--- config.mk ---
export PLATFORM = sky130hd
export DESIGN_NAME = fb_fade_engine
export DESIGN_NICKNAME = d
export VERILOG_FILES = /design/src/rtl/fb_fade_engine.sv
export SDC_FILE = /design/constraint.sdc
export NUM_CORES = 1
export LEC_CHECK = 0
export BUFFER_PORTS_ARGS = -buffer_cell sky130_fd_sc_hd__buf_4
export CORE_MARGIN = 3
export CORE_UTILIZATION = 46
export CTS_CLUSTER_SIZE = 28
export DETAILED_ROUTE_END_ITERATION = 10
export HOLD_SLACK_MARGIN = 0.02
export PLACE_DENSITY = 0.89
export SYNTH_ARGS = -nofsm -noshare
export SYNTH_HDL_FRONTEND = slang
export SYNTH_SLANG_ARGS = --single-unit
export TNS_END_PERCENT = 100
--- constraint.sdc ---
create_clock -name clk_i -period 2.2 [get_ports clk_i]
set_input_delay 0.22 -clock clk_i [delete_from_list [all_inputs] [get_ports clk_i]]
set_output_delay 0.22 -clock clk_i [all_outputs]
set_load 0.05 [all_outputs]
--- src/rtl/fb_fade_engine.sv ---
// rtl/fb_fade_engine.sv - framebuffer fill / fade-down / copy pass engine
//
// Purpose: walks the framebuffer once per start and writes every pixel in
// address order: a constant fill colour, a per-channel saturating fade of the
// current framebuffer contents, or a copy from a source RAM. Addresses are only
// issued while blank_i is high. Each issued address yields exactly one write on
// the cycle after the address is presented.
//
// Ports:
//   clk_i         rising-edge clock
//   rst_ni        asynchronous active-low reset
//   start_i       request one pass (sampled in IDLE only)
//   mode_i        0 fill, 1 fade-down, 2 copy, 3 no-op
//   fill_color_i  {R,G,B} constant used by mode 0
//   blank_i       framebuffer write window open
//   rd_addr_o     framebuffer read address
//   rd_data_i     framebuffer read data, valid one cycle after rd_addr_o
//   src_addr_o    source RAM address (same value as rd_addr_o)
//   src_data_i    source RAM data, valid one cycle after src_addr_o
//   wr_addr_o     framebuffer write address
//   wr_data_o     framebuffer write data
//   wr_en_o       framebuffer write strobe
//   busy_o        pass in progress
//   done_o        one-cycle pass-complete pulse
//   all_black_o   last fade pass wrote only zero pixels

module fb_fade_engine #(
    parameter int unsigned FB_W = 240,
    parameter int unsigned FB_H = 160,
    parameter int unsigned CW   = 8,
    parameter int unsigned AW   = 19,
    parameter int unsigned STEP = 5
) (
    input  logic            clk_i,
    input  logic            rst_ni,
    input  logic            start_i,
    input  logic [1:0]      mode_i,
    input  logic [3*CW-1:0] fill_color_i,
    input  logic            blank_i,
    output logic [AW-1:0]   rd_addr_o,
    input  logic [3*CW-1:0] rd_data_i,
    output logic [AW-1:0]   src_addr_o,
    input  logic [3*CW-1:0] src_data_i,
    output logic [AW-1:0]   wr_addr_o,
    output logic [3*CW-1:0] wr_data_o,
    output logic            wr_en_o,
    output logic            busy_o,
    output logic            done_o,
    output logic            all_black_o
);

    localparam logic [AW-1:0] LAST_ADDR = AW'(FB_W * FB_H - 1);

    localparam logic [1:0] S_IDLE  = 2'd0;
    localparam logic [1:0] S_RUN   = 2'd1;
    localparam logic [1:0] S_DRAIN = 2'd2;
    localparam logic [1:0] S_DONE  = 2'd3;

    localparam logic [1:0] M_FILL = 2'd0;
    localparam logic [1:0] M_FADE = 2'd1;
    localparam logic [1:0] M_COPY = 2'd2;
    localparam logic [1:0] M_NOP  = 2'd3;

    logic [1:0]      state_q, state_d;
    logic [AW-1:0]   cnt_q, cnt_d;
    logic [AW-1:0]   addr_q, addr_d;
    logic            iss_q, iss_d;
    logic            wr_en_q;
    logic [AW-1:0]   wr_addr_q;
    logic [1:0]      mode_q, mode_d;
    logic [3*CW-1:0] fill_q, fill_d;
    logic            busy_q, busy_d;
    logic            done_q, done_d;
    logic            acc_q, acc_d;
    logic            all_black_q, all_black_d;
    logic            wr_nonzero;

    // Per-channel saturating subtract; channels never borrow from each other.
    function automatic logic [3*CW-1:0] fade(input logic [3*CW-1:0] px);
        logic [3*CW-1:0] res;
        logic [CW-1:0]   ch;
        res = '0;
        for (int i = 0; i < 3; i++) begin
            ch = px[i*CW +: CW];
            res[i*CW +: CW] = (ch < CW'(STEP)) ? '0 : ch - CW'(STEP);
        end
        return res;
    endfunction

    // Write data is formed in the write cycle itself, when the RAM data for
    // the address presented one cycle earlier is on the input.
    always_comb begin
        wr_data_o = '0;
        if (wr_en_q) begin
            case (mode_q)
                M_FILL:  wr_data_o = fill_q;
                M_FADE:  wr_data_o = fade(rd_data_i);
                M_COPY:  wr_data_o = src_data_i;
                default: wr_data_o = '0;
            endcase
        end
    end

    assign wr_nonzero = wr_en_q && (wr_data_o != '0);

    always_comb begin
        state_d     = state_q;
        cnt_d       = cnt_q;
        addr_d      = addr_q;
        iss_d       = 1'b0;
        mode_d      = mode_q;
        fill_d      = fill_q;
        done_d      = 1'b0;
        acc_d       = acc_q && !wr_nonzero;
        all_black_d = all_black_q;

        case (state_q)
            S_IDLE: begin
                if (start_i) begin
                    mode_d      = mode_i;
                    fill_d      = fill_color_i;
                    cnt_d       = '0;
                    acc_d       = 1'b1;
                    all_black_d = 1'b0;
                    state_d     = (mode_i == M_NOP) ? S_DONE : S_RUN;
                end
            end
            S_RUN: begin
                if (blank_i) begin
                    addr_d = cnt_q;
                    iss_d  = 1'b1;
                    cnt_d  = cnt_q + 1'b1;
                    if (cnt_q == LAST_ADDR) begin
                        state_d = S_DRAIN;
                    end
                end
            end
            S_DRAIN: begin
                state_d = S_DONE;
            end
            default: begin
                // The final write is visible during DONE, so fold it in here.
                done_d      = 1'b1;
                all_black_d = (mode_q == M_FADE) && acc_q && !wr_nonzero;
                state_d     = S_IDLE;
            end
        endcase

        // Busy also covers the cycle in which the registered done pulse shows.
        busy_d = (state_d != S_IDLE) || (state_q == S_DONE);
    end

    always_ff @(posedge clk_i or negedge rst_ni) begin
        if (!rst_ni) begin
            state_q     <= S_IDLE;
            cnt_q       <= '0;
            addr_q      <= '0;
            iss_q       <= 1'b0;
            wr_en_q     <= 1'b0;
            wr_addr_q   <= '0;
            mode_q      <= M_FILL;
            fill_q      <= '0;
            busy_q      <= 1'b0;
            done_q      <= 1'b0;
            acc_q       <= 1'b0;
            all_black_q <= 1'b0;
        end else begin
            state_q     <= state_d;
            cnt_q       <= cnt_d;
            addr_q      <= addr_d;
            iss_q       <= iss_d;
            wr_en_q     <= iss_q;
            wr_addr_q   <= addr_q;
            mode_q      <= mode_d;
            fill_q      <= fill_d;
            busy_q      <= busy_d;
            done_q      <= done_d;
            acc_q       <= acc_d;
            all_black_q <= all_black_d;
        end
    end

    assign rd_addr_o   = addr_q;
    assign src_addr_o  = addr_q;
    assign wr_addr_o   = wr_addr_q;
    assign wr_en_o     = wr_en_q;
    assign busy_o      = busy_q;
    assign done_o      = done_q;
    assign all_black_o = all_black_q;

endmodule

==> flow_summary.ini <==
[run_status]
status = finished with violations
violations = setup timing

[setup_path]
reg2reg_depth = 7
worstPathArrival_ns = 2.67
r2r_slack_ns = -0.20
worst_setup_path_end_kind = flip-flop
rr_endpoint = all_black_o$_DFFE_PN0P_
crit_required_ns = 2.47
critPathLaunch = mode_q[1]$_DFFE_PN0P_
worstSetupPathType = flip-flop to flip-flop
cp-endpoint = all_black_o$_DFFE_PN0P_
cp-start-kind = flip-flop
path_max_fanout = 4
timing.rr.start = mode_q[1]$_DFFE_PN0P_

[clocking]
cts_root_buf = clkbuf_8
cts_buffers = 9
clock-sinks = 91
cts_tree = done
htreeDepth = 3
path_clk_slew_ns = 0.08
clockBufferDepth = 2
clock_latency_ns = 0.35

[pwr]
pwr_density_cell_nw_per_um2 = 1010
p_sw_uw = 3060
comb_power_share_pct = 55.3
p_leak_uw = 0.00361
clkPwrFrac_pct = 13.6
ir_worst_vdd_v = 0.000523
p_int_uw = 4450
seqPwrFrac_pct = 31.1
switching_share_pct = 40.8

[floorplanning]
start_util_pct = 48.1
die_h_um = 108
core_um2 = 9950
io_pins = 163
fp-row-count = 36
die_area_um2 = 11700
die_x_um = 108

[global_route]
grt_pass1_vias = 4574
grt_max_degree = 52
globalRouteMet1Util_pct = 31.2
grt_util_met3_pct = 4.42
grt_antenna_before_repair = 0
grt_pass1_wl_um = 23400
overflow = 0
met2_usage_pct = 46.5
grt.total_usage_pct = 25.9
busiest_layer = met2

[route]
vias = 4465
drtPass1Iterations = 4
routed_wl_um = 15500
drt_iter0_markers = 208
ant_nets = 0
remaining_drc_errors = 0
vias_per_cell = 5.58
drt-wirelength-per-cell_um = 19.3

[synthesis]
synth_cells = 430
synth.top_cell.area_share_pct = 47.6
synth_top_cell_by_area = dfrtp_1
ys.flop_type = dfrtp_1
synth-async-reset-ratio_pct = 100
synth_edf_count = 0
ys_seq_elements = 91
ys_types = 58
syn_nets = 516
syn-cell-area_um2 = 4790
avgSynthCellArea_um2 = 11.1
ys_seq_area_share_pct = 47.6
yosysWarnings = 0
ys_top_cells_by_area = dfrtp_1, mux2_2, mux2i_1

[timing]
layout_setup_ws_ns = -0.199
fmax_mhz = 417
rsz0062_at_grt = true
setup_viol = 16
finalClockSkew_ns = 0.00697
slew_headroom_pct = 56.8
tightest_slew_ns = 0.648
fin_crit_ns = 2.40
finalMaxSlewViolations = 0
period_share_pct = 109
hold_violations = 0

[placement]
place_inst = 764
portBuffers = 162
gp_congestion = 1.01
dp_hpwl_um = 11600
preCtsSetupSlack_ns = -0.343

[final_layout]
area_growth_pct = 55.2
fin_nets = 748
antennaDiodeCount = 0
instances_no_fill = 800
final_cell_mix = buf_4, dfrtp_1, mux2_2, nor2_1, mux2i_1
final_common_cell = buf_4
drive_above_1_share_pct = 54.9

[worst_hold_path]
min_delay_path_depth = 2
hp-class = primary input to flip-flop

[job]
maxCapViolCount = 0
what timing repair did:
item | in CTS | in global routing
resized for setup | 59 | 29
pin swaps | 19 | 8
setup endpoints to repair | 28 | 28
setup buffers | 16 | 6
hold endpoints to repair | 48 | 0
hold buffers | 1 | 0
cell type report:
type	count	area, um^2
multi-input combinational	290	2650
fill	643	2520
sequential	91	2280
timing repair buffer	257	2110
tap	133	166
clock buffer	14	163
inverter	13	48.8
clock inverter	2	10.0
power by group through the flow:
stage / logic, uW / clock network [uW] / registers (uW)
6_report: 4150 / 1020 / 2330
5_1_grt: 4370 / 1110 / 2380
4_1_cts: 3900 / 1050 / 2330
3_5_place_dp: 3450 / 0 / 2350
3_3_place_gp: 3360 / 0 / 2330
2_1_floorplan: 2000 / 0 / 2520
cell usage after synthesis, types with 3 or more instances:
master,count
dfrtp_1,91
nand2b_1,3
and3_1,3
nand2_1,17
o211ai_1,6
mux2i_1,25
xor2_1,14
ha_1,8
o41ai_1,3
or4_1,7
nor2b_1,8
nor3_1,5
inv_1,13
nand3b_1,3
nor4_1,4
xnor2_1,12
clkbuf_1,11
mux2_2,45
nand4_1,6
o22ai_1,18
nor2_1,32
a21oi_1,7
nand3_1,9
buf_4,19
o21ai_0,10
nor3b_1,3
buf_1,5
or3_1,7
stage by stage:
stage / TNS [ns] / utilization, % / instance area (um^2) / hold slack [ns] / total power, uW
CTS: -1.54 / 73.0 / 7260 / 0.0831 / 7270
finish: -1.03 / 74.6 / 7430 / 0.0972 / 7510
global placement: -0.504 / 67.3 / 6700 / 0.276 / 5690
global route: -2.23 / 74.6 / 7430 / 0.0858 / 7860
floorplan: -0.816 / - / 4970 / -0.0756 / 4520
detailed placement: -1.12 / 67.3 / 6700 / 0.285 / 5800
critical path, cell delays in order, from the launching register on:
cell and delay [ns]:
dfrtp_2 0.45, buf_4 0.14, or3_1 0.37, o31ai_1 0.09, a21oi_1 0.14, or4_1 0.52
or4_4 0.44, o31ai_2 0.18
state kept, by name (all words and copies together) (netlist names):
name         cells
wr_en_o          1
rd_addr_o       19
fill_q          24
all_black_o      1
mode_q           2
state_q          2
done_o           1
busy_o           1
iss_q            1
wr_addr_o       19
cnt_q           19
acc_q            1
cells by family (layout without fill, tap and decap cells):
| logic type | after synthesis | count (layout) | share of synthesized area (%) |
|---|---|---|---|
| buffers and inverters | 49 | 286 | 5.49 |
| and+or+nand+nor | 115 | 115 | 12.9 |
| AOI/OAI and AO/OA | 71 | 71 | 11.4 |
| xor gates and xnor gates | 26 | 26 | 4.76 |
| DFF | 91 | 91 | 47.6 |
| muxes | 70 | 70 | 15.8 |
| adders and majority gates | 8 | 8 | 2.09 |
worst min path at each step:
stage / startpoint / to
2_1_floorplan: rst_ni / acc_q$_DFF_PN0_
3_3_place_gp: rst_ni / wr_addr_o[12]$_DFF_PN0_
3_5_place_dp: rst_ni / wr_addr_o[12]$_DFF_PN0_
4_1_cts: fill_color_i[5] / fill_q[5]$_DFFE_PN0P_
5_1_grt: fill_color_i[5] / fill_q[5]$_DFFE_PN0P_
6_report: fill_color_i[5] / fill_q[5]$_DFFE_PN0P_
routing by layer:
metal / routed length, um / up-vias / part of all wire (%)
met3: 1120 / 43 / 7.2
met1: 5920 / 2211 / 38
met2: 7890 / 194 / 51
met4: 530 / 0 / 3.4
li1: - / 2017 / -
met5: 0 / - / 0
Note: power is estimated with default switching activity, not from simulation.
